[src/rtl/alu_share_pkg.sv]
// Shared constants and types for the time-shared ALU controller and its datapath.
package alu_share_pkg;

    localparam int unsigned DEF_W_IN  = 16;
    localparam int unsigned DEF_W_OUT = 32;
    localparam int unsigned OP_W      = 2;
    localparam int unsigned CNT_W     = 4;

    localparam logic [OP_W-1:0] OP_ADD = 2'd0;
    localparam logic [OP_W-1:0] OP_SUB = 2'd1;
    localparam logic [OP_W-1:0] OP_MUL = 2'd2;
    localparam logic [OP_W-1:0] OP_AND = 2'd3;

    typedef enum logic [1:0] {
        IDLE = 2'd0,
        EXEC = 2'd1,
        RESP = 2'd2
    } state_t;

endpackage

[src/rtl/alu_core.sv]
// Combinational shared ALU: operands are zero-extended to the result width before the op.
module alu_core
    import alu_share_pkg::*;
#(
    parameter int unsigned W_IN  = DEF_W_IN,
    parameter int unsigned W_OUT = DEF_W_OUT
) (
    input  logic [OP_W-1:0]  op,
    input  logic [W_IN-1:0]  a,
    input  logic [W_IN-1:0]  b,
    output logic [W_OUT-1:0] result_c
);

    logic [W_OUT-1:0] a_ext;
    logic [W_OUT-1:0] b_ext;

    assign a_ext = W_OUT'(a);
    assign b_ext = W_OUT'(b);

    // W_OUT >= 2*W_IN, so the product and the SUB wrap both fit exactly.
    always_comb begin
        result_c = '0;
        case (op)
            OP_ADD:  result_c = a_ext + b_ext;
            OP_SUB:  result_c = a_ext - b_ext;
            OP_MUL:  result_c = a_ext * b_ext;
            OP_AND:  result_c = a_ext & b_ext;
            default: result_c = '0;
        endcase
    end

endmodule

[src/rtl/alu_share_ctrl.sv]
// Round-robin controller time-sharing one ALU between two requesters with a
// multi-cycle execute phase and a held, backpressured response.
module alu_share_ctrl
    import alu_share_pkg::*;
#(
    parameter int unsigned LATENCY = 2,
    parameter int unsigned W_IN    = DEF_W_IN,
    parameter int unsigned W_OUT   = DEF_W_OUT
) (
    input  logic             clock,
    input  logic             reset,
    input  logic             io_req0_valid,
    output logic             io_req0_ready,
    input  logic [OP_W-1:0]  io_req0_op,
    input  logic [W_IN-1:0]  io_req0_A,
    input  logic [W_IN-1:0]  io_req0_B,
    input  logic             io_req1_valid,
    output logic             io_req1_ready,
    input  logic [OP_W-1:0]  io_req1_op,
    input  logic [W_IN-1:0]  io_req1_A,
    input  logic [W_IN-1:0]  io_req1_B,
    output logic             io_resp0_valid,
    input  logic             io_resp0_ready,
    output logic [W_OUT-1:0] io_resp0_W,
    output logic             io_resp1_valid,
    input  logic             io_resp1_ready,
    output logic [W_OUT-1:0] io_resp1_W,
    output logic             io_busy
);

    state_t            state_q;
    state_t            state_d;
    logic              ptr_q;
    logic              tag_q;
    logic [CNT_W-1:0]  cnt_q;
    logic [OP_W-1:0]   op_q;
    logic [W_IN-1:0]   a_q;
    logic [W_IN-1:0]   b_q;
    logic [W_OUT-1:0]  res_q;
    logic [W_OUT-1:0]  alu_res_c;
    logic              gnt_c;
    logic              hs_c;

    alu_core #(
        .W_IN  (W_IN),
        .W_OUT (W_OUT)
    ) u_alu_core (
        .op       (op_q),
        .a        (a_q),
        .b        (b_q),
        .result_c (alu_res_c)
    );

    always_ff @(posedge clock) begin
        if (!reset) state_q <= IDLE;
        else        state_q <= state_d;
    end

    // Grant: the lone valid requester, or the pointer's requester when both are valid.
    always_comb begin
        state_d        = state_q;
        gnt_c          = io_req1_valid && (!io_req0_valid || ptr_q);
        hs_c           = 1'b0;
        io_req0_ready  = 1'b0;
        io_req1_ready  = 1'b0;
        io_resp0_valid = 1'b0;
        io_resp1_valid = 1'b0;
        case (state_q)
            IDLE: begin
                hs_c          = io_req0_valid || io_req1_valid;
                io_req0_ready = hs_c && !gnt_c;
                io_req1_ready = hs_c && gnt_c;
                if (hs_c) state_d = EXEC;
            end
            EXEC: begin
                if (cnt_q == '0) state_d = RESP;
            end
            RESP: begin
                io_resp0_valid = !tag_q;
                io_resp1_valid = tag_q;
                if (tag_q ? io_resp1_ready : io_resp0_ready) state_d = IDLE;
            end
            default: state_d = IDLE;
        endcase
    end

    // Operand capture at handshake, execute countdown, result capture on the last EXEC cycle.
    always_ff @(posedge clock) begin
        if (!reset) begin
            ptr_q <= 1'b0;
            tag_q <= 1'b0;
            cnt_q <= '0;
            op_q  <= '0;
            a_q   <= '0;
            b_q   <= '0;
            res_q <= '0;
        end else if (hs_c) begin
            ptr_q <= !gnt_c;
            tag_q <= gnt_c;
            cnt_q <= CNT_W'(LATENCY - 1);
            op_q  <= gnt_c ? io_req1_op : io_req0_op;
            a_q   <= gnt_c ? io_req1_A  : io_req0_A;
            b_q   <= gnt_c ? io_req1_B  : io_req0_B;
        end else if (state_q == EXEC) begin
            if (cnt_q == '0) res_q <= alu_res_c;
            else             cnt_q <= cnt_q - CNT_W'(1);
        end
    end

    assign io_resp0_W = tag_q ? '0 : res_q;
    assign io_resp1_W = tag_q ? res_q : '0;
    assign io_busy    = (state_q != IDLE);

endmodule

[config.mk]
export PLATFORM = sky130hd
export DESIGN_NAME = alu_share_ctrl
export DESIGN_NICKNAME = d
export VERILOG_FILES = /design/src/rtl/alu_share_pkg.sv /design/src/rtl/alu_core.sv /design/src/rtl/alu_share_ctrl.sv
export SDC_FILE = /design/constraint.sdc
export NUM_CORES = 1
export LEC_CHECK = 0
export BUFFER_PORTS_ARGS = -buffer_cell sky130_fd_sc_hd__buf_4
export CAP_MARGIN = 10
export CORE_MARGIN = 4
export CORE_UTILIZATION = 47
export CTS_CLUSTER_DIAMETER = 60
export DETAILED_ROUTE_END_ITERATION = 8
export MAX_ROUTING_LAYER = met4
export PLACE_DENSITY = 0.74
export RECOVER_POWER = 100
export SLEW_MARGIN = 10
export SYNTH_ARGS = -nofsm -noshare
export SYNTH_HDL_FRONTEND = slang
export SYNTH_SLANG_ARGS = --single-unit
[constraint.sdc]
create_clock -name clock -period 7.8 [get_ports clock]
set_clock_uncertainty 0.2 [all_clocks]
set_input_delay 0.78 -clock clock [delete_from_list [all_inputs] [get_ports clock]]
set_output_delay 0.78 -clock clock [all_outputs]
set_load 0.005 [all_outputs]
==> results.json, run 1 <==
{
  "critPathRequiredTime_ns": 7.90,
  "grt_pass1_wl_mm": 63.6,
  "first_iter_violations": 781,
  "gr-total-overflow": 0,
  "yosys_warnings": 0,
  "hold_depth": 2,
  "synth-seq-area-share_pct": 10.8,
  "fp.coreArea_mm2": 0.0287,
  "dp_hpwl_mm": 31.2,
  "violations": "capacitance limit, slew limit",
  "worst_setup_path_start_kind": "flop",
  "area_delta_synth_final_pct": 12.5,
  "post-cts-setup-buffers": 0,
  "synthFlopType": "dfxtp_1",
  "initial_core_util_pct": 47.6,
  "p_leak_nw": 7.54,
  "p_switching_w": 0.00177,
  "drv_cap": 3,
  "drv_slew": 158,
  "clock.fmax_mhz": 143,
  "clk_pin_slew_worst_paths_ns": 0.07,
  "grtUsageTotal_pct": 26.0,
  "hold_path.class": "reg2reg",
  "drc": 0,
  "die_y_um": 179,
  "vias": 11800,
  "final_cell_mix": "inv_1 (277), nand2_1 (200), fa_1 (196)",
  "diodes": 0,
  "htreeDepth": 3,
  "drive_gt1_share_pct": 11.2,
  "layout_min_cycle_time_ns": 7.01,
  "rows": 62,
  "tightest_slew_ns": 2.79,
  "clk_latency_ns": 0.35,
  "antenna_found_initial": 0,
  "gp_congestion": 0.961,
  "place_area_mm2": 0.0151,
  "dr.pass1.iters": 5,
  "pin_count": 143,
  "postLayoutCoreUtil_pct": 53.6,
  "yosys.area.top_type": "fa_1",
  "power_frac_seq_pct": 16.7,
  "routed_via_density": 5.50,
  "p_int_w": 0.00164,
  "syn_nets": 2073,
  "synth_area_leaders": "fa_1 (29%), ha_1 (13%), dfxtp_1 (11%)",
  "die_w_um": 179,
  "cts_made_buffers": 9,
  "die_area_mm2": 0.0319,
  "critPathMaxFanout": 18,
  "fin_nets": 2165,
  "synth_edf_count": 0,
  "wirelength_mm": 39.0,
  "synthDistinctLibCells": 62,
  "synth_top_area_share_pct": 28.7,
  "setup_viol": 0,
  "worstPathArrival_ns": 7.11,
  "final_common_cell": "inv_1",
  "synthCells": 1665,
  "pwr_density_cell_mw_per_mm2": 221,
  "hold_buffers": 0,
  "switching_share_pct": 51.9,
  "wl_per_cell_um": 18.2,
  "final.period_utilization_pct": 89.9,
  "synth-seq-cells": 74,
  "status": "finished with violations",
  "numClockSinks": 74,
  "endpoint_kind": "flop",
  "clock_path_buffers": 2,
  "cts_root_buffer": "clkbuf_16",
  "postRouteAntennaNets": 0,
  "fin_area_mm2": 0.0154,
  "p_clk_share_pct": 13.6,
  "cts-resized-gates": 0,
  "grt_max_degree": 69,
  "async_flop_share_pct": 0,
  "numPortBuffers": 142,
  "tritoncts": "built",
  "syn-cell-area_mm2": 0.0137,
  "r2r.worst_path.cells": 21,
  "avgSynthCellArea_um2": 8.21,
  "fin_setup_tns_ns": 0,
  "irDropWorstVdd_v": 0.000208,
  "grt_pass1_vias": 12300,
  "slew-limit-headroom_pct": -86.3,
  "finalPower_w": 0.00340,
  "path_class": "reg2reg",
  "rsz0062_at_grt": "false",
  "finalHoldViolations": 0,
  "p_comb_share_pct": 69.8
}
## power groups by stage
stage               Sequential [W]  Clock [W]  Combinational [W]
global placement          0.000568          0            0.00232
global route              0.000577   0.000479            0.00269
floorplan                 0.000487          0            0.00176
detailed placement        0.000572          0            0.00236
finish                    0.000567   0.000461            0.00237
CTS                       0.000564   0.000465            0.00238
## worst max-delay path, stage by stage (launching register included)
cell and delay [ns]:
dfxtp_1 0.85, ha_1 0.40, fa_1 0.46, inv_1 0.09
fa_1 0.43, fa_1 0.51, inv_1 0.05, fa_1 0.48
fa_1 0.49, inv_1 0.05, fa_1 0.47, inv_1 0.04
ha_1 0.34, a21o_1 0.20, a21oi_1 0.15, o21ai_0 0.12
o31ai_1 0.49, a21oi_1 0.21, o21ai_0 0.23, a21boi_0 0.14
or4_1 0.47, nand3_1 0.07
## logic make-up (layout without fill, tap and decap cells)
kind of cell,count (synthesis),count (layout),share of synthesized area [%]
buf+inv,363,460,10.1
compound gates,258,258,12.6
flops,74,74,10.8
simple gates,552,552,19.3
fa+ha+maj,334,334,41.3
xor+xnor,47,47,3.01
mux,37,37,2.89
## routing by layer
metal	share of wire [%]	GRT usage, %	vias up	routed length [um]
met5	0	-	-	0
met4	3.3	8.89	0	1280
met3	5.1	2.65	102	1970
met2	51	44.5	387	19700
met1	41	32.4	5818	16000
li1	-	-	5497	-
## cell usage after synthesis, types with 3 or more instances
master    instances
o21ai_0          39
o21a_1           10
a21oi_2           3
and3_1            3
a31oi_1          12
nor2_1          112
o211ai_1          8
mux2i_1          35
o22ai_1           7
nor3b_1           5
a21oi_1          69
o221ai_1          6
o21ai_1           3
a311oi_1          5
nand2b_1          8
a21o_1           11
inv_1           276
buf_2             3
clkbuf_1         77
nand3_1          20
or2_2             3
nand4_1           5
dfxtp_1          74
nand2_1         200
a221oi_1          3
nor2b_1          43
xnor2_1          32
xor2_1           15
o21bai_1          5
buf_1             3
and2_1          123
o31ai_1           4
a211oi_1         48
nor3_1           19
fa_1            196
nor4_1            3
ha_1            138
## flip-flops by register name, summed over array words and instances, names as in the netlist
| name | flops |
|---|---|
| a_q | 16 |
| cnt_q | 4 |
| ptr_q | 1 |
| op_q | 2 |
| b_q | 16 |
| state_q | 2 |
| res_q | 32 |
| tag_q | 1 |
## per-stage QoR
step                cells  worst slack, ns  hold slack [ns]
finish               2146            0.789            0.280
global route         2146            0.446            0.304
CTS                  2146            0.869            0.282
detailed placement   2130            0.918            0.272
global placement     2130             1.00            0.267
floorplan            1665             1.73            0.240
## area by class of cell
class	instances	area (um2)
sequential	74	1480
tap	384	480
clock inverter	7	82.6
fill	2749	13300
multi-input combinational	1228	10800
inverter	278	1040
clock buffer	9	225
timing repair buffer	166	1230
## path summary, 6_finish.rpt
kind | startpoint | end | slack, ns
max | a_q[6]$_SDFFE_PN0P_ | res_q[29]$_SDFFE_PN0P_ | 0.79
min | res_q[9]$_SDFFE_PN0P_ | res_q[9]$_SDFFE_PN0P_ | 0.28
max reg2reg | a_q[6]$_SDFFE_PN0P_ | res_q[29]$_SDFFE_PN0P_ | 0.79
min reg2reg | res_q[9]$_SDFFE_PN0P_ | res_q[9]$_SDFFE_PN0P_ | 0.28
Note: power is estimated with default switching activity, not from simulation.
==> run 2: changes to the inputs <==
ABC_AREA = 1   (was not set)
==> run 2 against run 1 <==
Net effect:
- the run still ends with capacitance limit, slew limit left
- critical path depth rose by 1
- final cell count increased by 25%
- die area increased by 7.8%
- non-clock buffer count up 6
- synthesized cell count is 32% higher
- sequential share of layout area fell by 0.61 points
- largest power group unchanged
- design area rose by 6.8%
- via count rose by 21%
- setup slack better by 0.22 ns
- fmax grew 3.3%
- register-to-register slack improved by 0.22 ns
==> results.json, run 2 <==
{
  "irDropWorstVdd_v": 0.000108,
  "hold_ws_ns": 0.287,
  "yosys.area.top_type": "fa_1",
  "synth_common_cells": "inv_1 (544), nand2_1 (544), fa_1 (196)",
  "worstPathArrival_ns": 6.81,
  "synth_top_family_by_area": "adder cells",
  "grt_pass1_wl_mm": 80.1,
  "status": "finished with violations",
  "synthCells": 2199,
  "synth-seq-cells": 74,
  "async_flop_share_pct": 0,
  "tightest_slew_ns": 2.13,
  "numClockSinks": 74,
  "slowest_stage": "dfxtp_1",
  "die_area_mm2": 0.0344,
  "clock_path_buffers": 2,
  "use_met2_pct": 51.1,
  "final_common_cell": "inv_1",
  "setup_viol": 0,
  "post-cts-setup-buffers": 0,
  "rows": 64,
  "avgSynthCellArea_um2": 6.73,
  "drc": 0,
  "wirelength_mm": 51.4,
  "gr-total-overflow": 0,
  "place_area_mm2": 0.0161,
  "finalHoldViolations": 0,
  "postRouteAntennaNets": 0,
  "yosys_warnings": 0,
  "synthDistinctLibCells": 51,
  "regMostFlops": "res_q",
  "die_y_um": 185,
  "diodes": 0,
  "tritoncts": "built",
  "grtUsageTotal_pct": 31.2,
  "initial_core_util_pct": 48.0,
  "clock.fmax_mhz": 147,
  "grt_pass1_vias": 14700,
  "clk_pin_slew_worst_paths_ns": 0.07,
  "fp.coreArea_mm2": 0.0308,
  "critPathMaxFanout": 18,
  "synth_area_leaders": "fa_1 (27%), inv_1 (14%), nand2_1 (14%)",
  "area_delta_synth_final_pct": 11.0,
  "first_iter_violations": 1125,
  "numPortBuffers": 142,
  "htreeDepth": 3,
  "clk_latency_ns": 0.36,
  "synthMuxAreaShare_pct": 0,
  "critPathTopFamily": "adder cells",
  "drive_gt1_share_pct": 9.01,
  "rsz0062_at_grt": "false",
  "gr-usage-met1_pct": 38.2,
  "vias": 14200,
  "synth_edf_count": 0,
  "endpoint_kind": "flop",
  "synth_fa_ha_area_share_pct": 38.2,
  "wl_per_cell_um": 19.2,
  "synth-seq-area-share_pct": 10.0,
  "hold_path.class": "reg2reg",
  "use_met3_pct": 5.58,
  "synthSimpleGateAreaFrac_pct": 23.4,
  "dr.pass1.iters": 5,
  "fin_setup_tns_ns": 0,
  "gp_congestion": 1.03,
  "reg_top3": "res_q (32), a_q (16), b_q (16)",
  "layout_min_cycle_time_ns": 6.79,
  "p_leak_nw": 9.45,
  "cts-resized-gates": 0,
  "drv_cap": 3,
  "fin_nets": 2679,
  "drv_slew": 157,
  "grt_max_degree": 68,
  "synthFlopType": "dfxtp_1",
  "largest_register_ffs": 32,
  "slew-limit-headroom_pct": -41.8,
  "routed_via_density": 5.33,
  "synth_top_area_share_pct": 26.5,
  "hold_buffers": 0,
  "dp_hpwl_mm": 42.9,
  "die_w_um": 185,
  "critPathRequiredTime_ns": 7.82,
  "busiest_layer": "met2",
  "fin_area_mm2": 0.0164,
  "yosys.area_share.xor_xnor_pct": 0.592,
  "finalPower_w": 0.00267,
  "cts_made_buffers": 9,
  "pwr_density_cell_mw_per_mm2": 163,
  "syn-cell-area_mm2": 0.0148,
  "synth-compound-area-share_pct": 10.7,
  "critPathMaxStageDelay_ns": 0.92,
  "final.period_utilization_pct": 87.0,
  "cts_root_buffer": "clkbuf_16",
  "path_class": "reg2reg",
  "violations": "capacitance limit, slew limit",
  "critPathBufInv": 6,
  "syn_nets": 2607,
  "worst_setup_path_start_kind": "flop",
  "pin_count": 143,
  "final_cell_mix": "inv_1 (545), nand2_1 (544), fa_1 (196)",
  "worstPathCellList": "ha_1, inv_1, fa_1, inv_1, fa_1, inv_1, fa_1, inv_1, fa_1, fa_1, inv_1, fa_1, inv_1, ha_1, nand2_1, nor2_1, nor2_1, nand3_1, nand2_1, nand3_1, o21ai_0, a21oi_1",
  "antenna_found_initial": 0
}
## run 2: cell count changes in the layout (fill, tap and decap cells not counted), sizes merged, moves of 14 or more
cell    before  now
a211oi      48    2
a21oi       72  117
and2       123    2
buf        114  100
clkbuf      61   82
inv        282  551
mux2i       35    0
nand2      200  549
nand3       20   79
nor2       112  179
nor2b       43    0
o21ai       42   94
o32ai        0   18
xnor2       32    3
## run 2: layout make-up
cell class | instances | area (um2)
repair buffers | 172 | 1230
clock inverters | 6 | 138
inverters | 550 | 2060
multi-input cells | 1464 | 10800
fillers | 3062 | 14400
well taps | 396 | 495
flip-flops and latches | 74 | 1480
clock buffers | 10 | 229
## run 2: report_power, final
| part | internal, W | switching [W] |
|---|---|---|
| clock | 0.000347 | 0.000194 |
| combinational | 0.000550 | 0.00102 |
| sequential | 0.000427 | 0.000132 |
## run 2: through the flow
stage	setup slack [ns]	utilization (%)	instances
final	1.01	53.3	2672
after global routing	0.679	53.3	2672
after CTS	1.07	53.5	2672
after detailed placement	1.13	52.3	2656
after global placement	1.12	52.3	2656
after floorplan	2.24	-	2199
## run 2: kinds of logic after synthesis
| logic type | count (synthesis) |
|---|---|
| simple gates | 852 |
| buf+inv | 661 |
| fa+ha+maj | 334 |
| compound gates | 268 |
| flops | 74 |
| xor+xnor | 10 |
## run 2: final timing paths
check                         start                      to  slack (ns)  depth (start not counted)
min          res_q[25]$_SDFFE_PN0P_  res_q[25]$_SDFFE_PN0P_        0.29                          2
max             a_q[7]$_SDFFE_PN0P_  res_q[19]$_SDFFE_PN0P_        1.01                         22
min reg2reg  res_q[25]$_SDFFE_PN0P_  res_q[25]$_SDFFE_PN0P_        0.29                          2
max reg2reg     a_q[7]$_SDFFE_PN0P_  res_q[19]$_SDFFE_PN0P_        1.01                         22
## run 2: worst reg2reg max path, stage by stage, from the launching register on
cell	delay, ns
dfxtp_1	0.92
ha_1	0.30
inv_1	0.09
fa_1	0.55
inv_1	0.06
fa_1	0.52
inv_1	0.06
fa_1	0.54
inv_1	0.05
fa_1	0.45
fa_1	0.50
inv_1	0.05
fa_1	0.49
inv_1	0.05
ha_1	0.33
nand2_1	0.18
nor2_1	0.08
nor2_1	0.24
nand3_1	0.27
nand2_1	0.12
nand3_1	0.10
o21ai_0	0.39
a21oi_1	0.13
## run 2: metal layers
metal | vias to the layer above | wire length (um)
met5 | - | 0
met3 | 131 | 3610
met2 | 559 | 24400
li1 | 6713 | -
met1 | 6828 | 21000
met4 | 0 | 2470
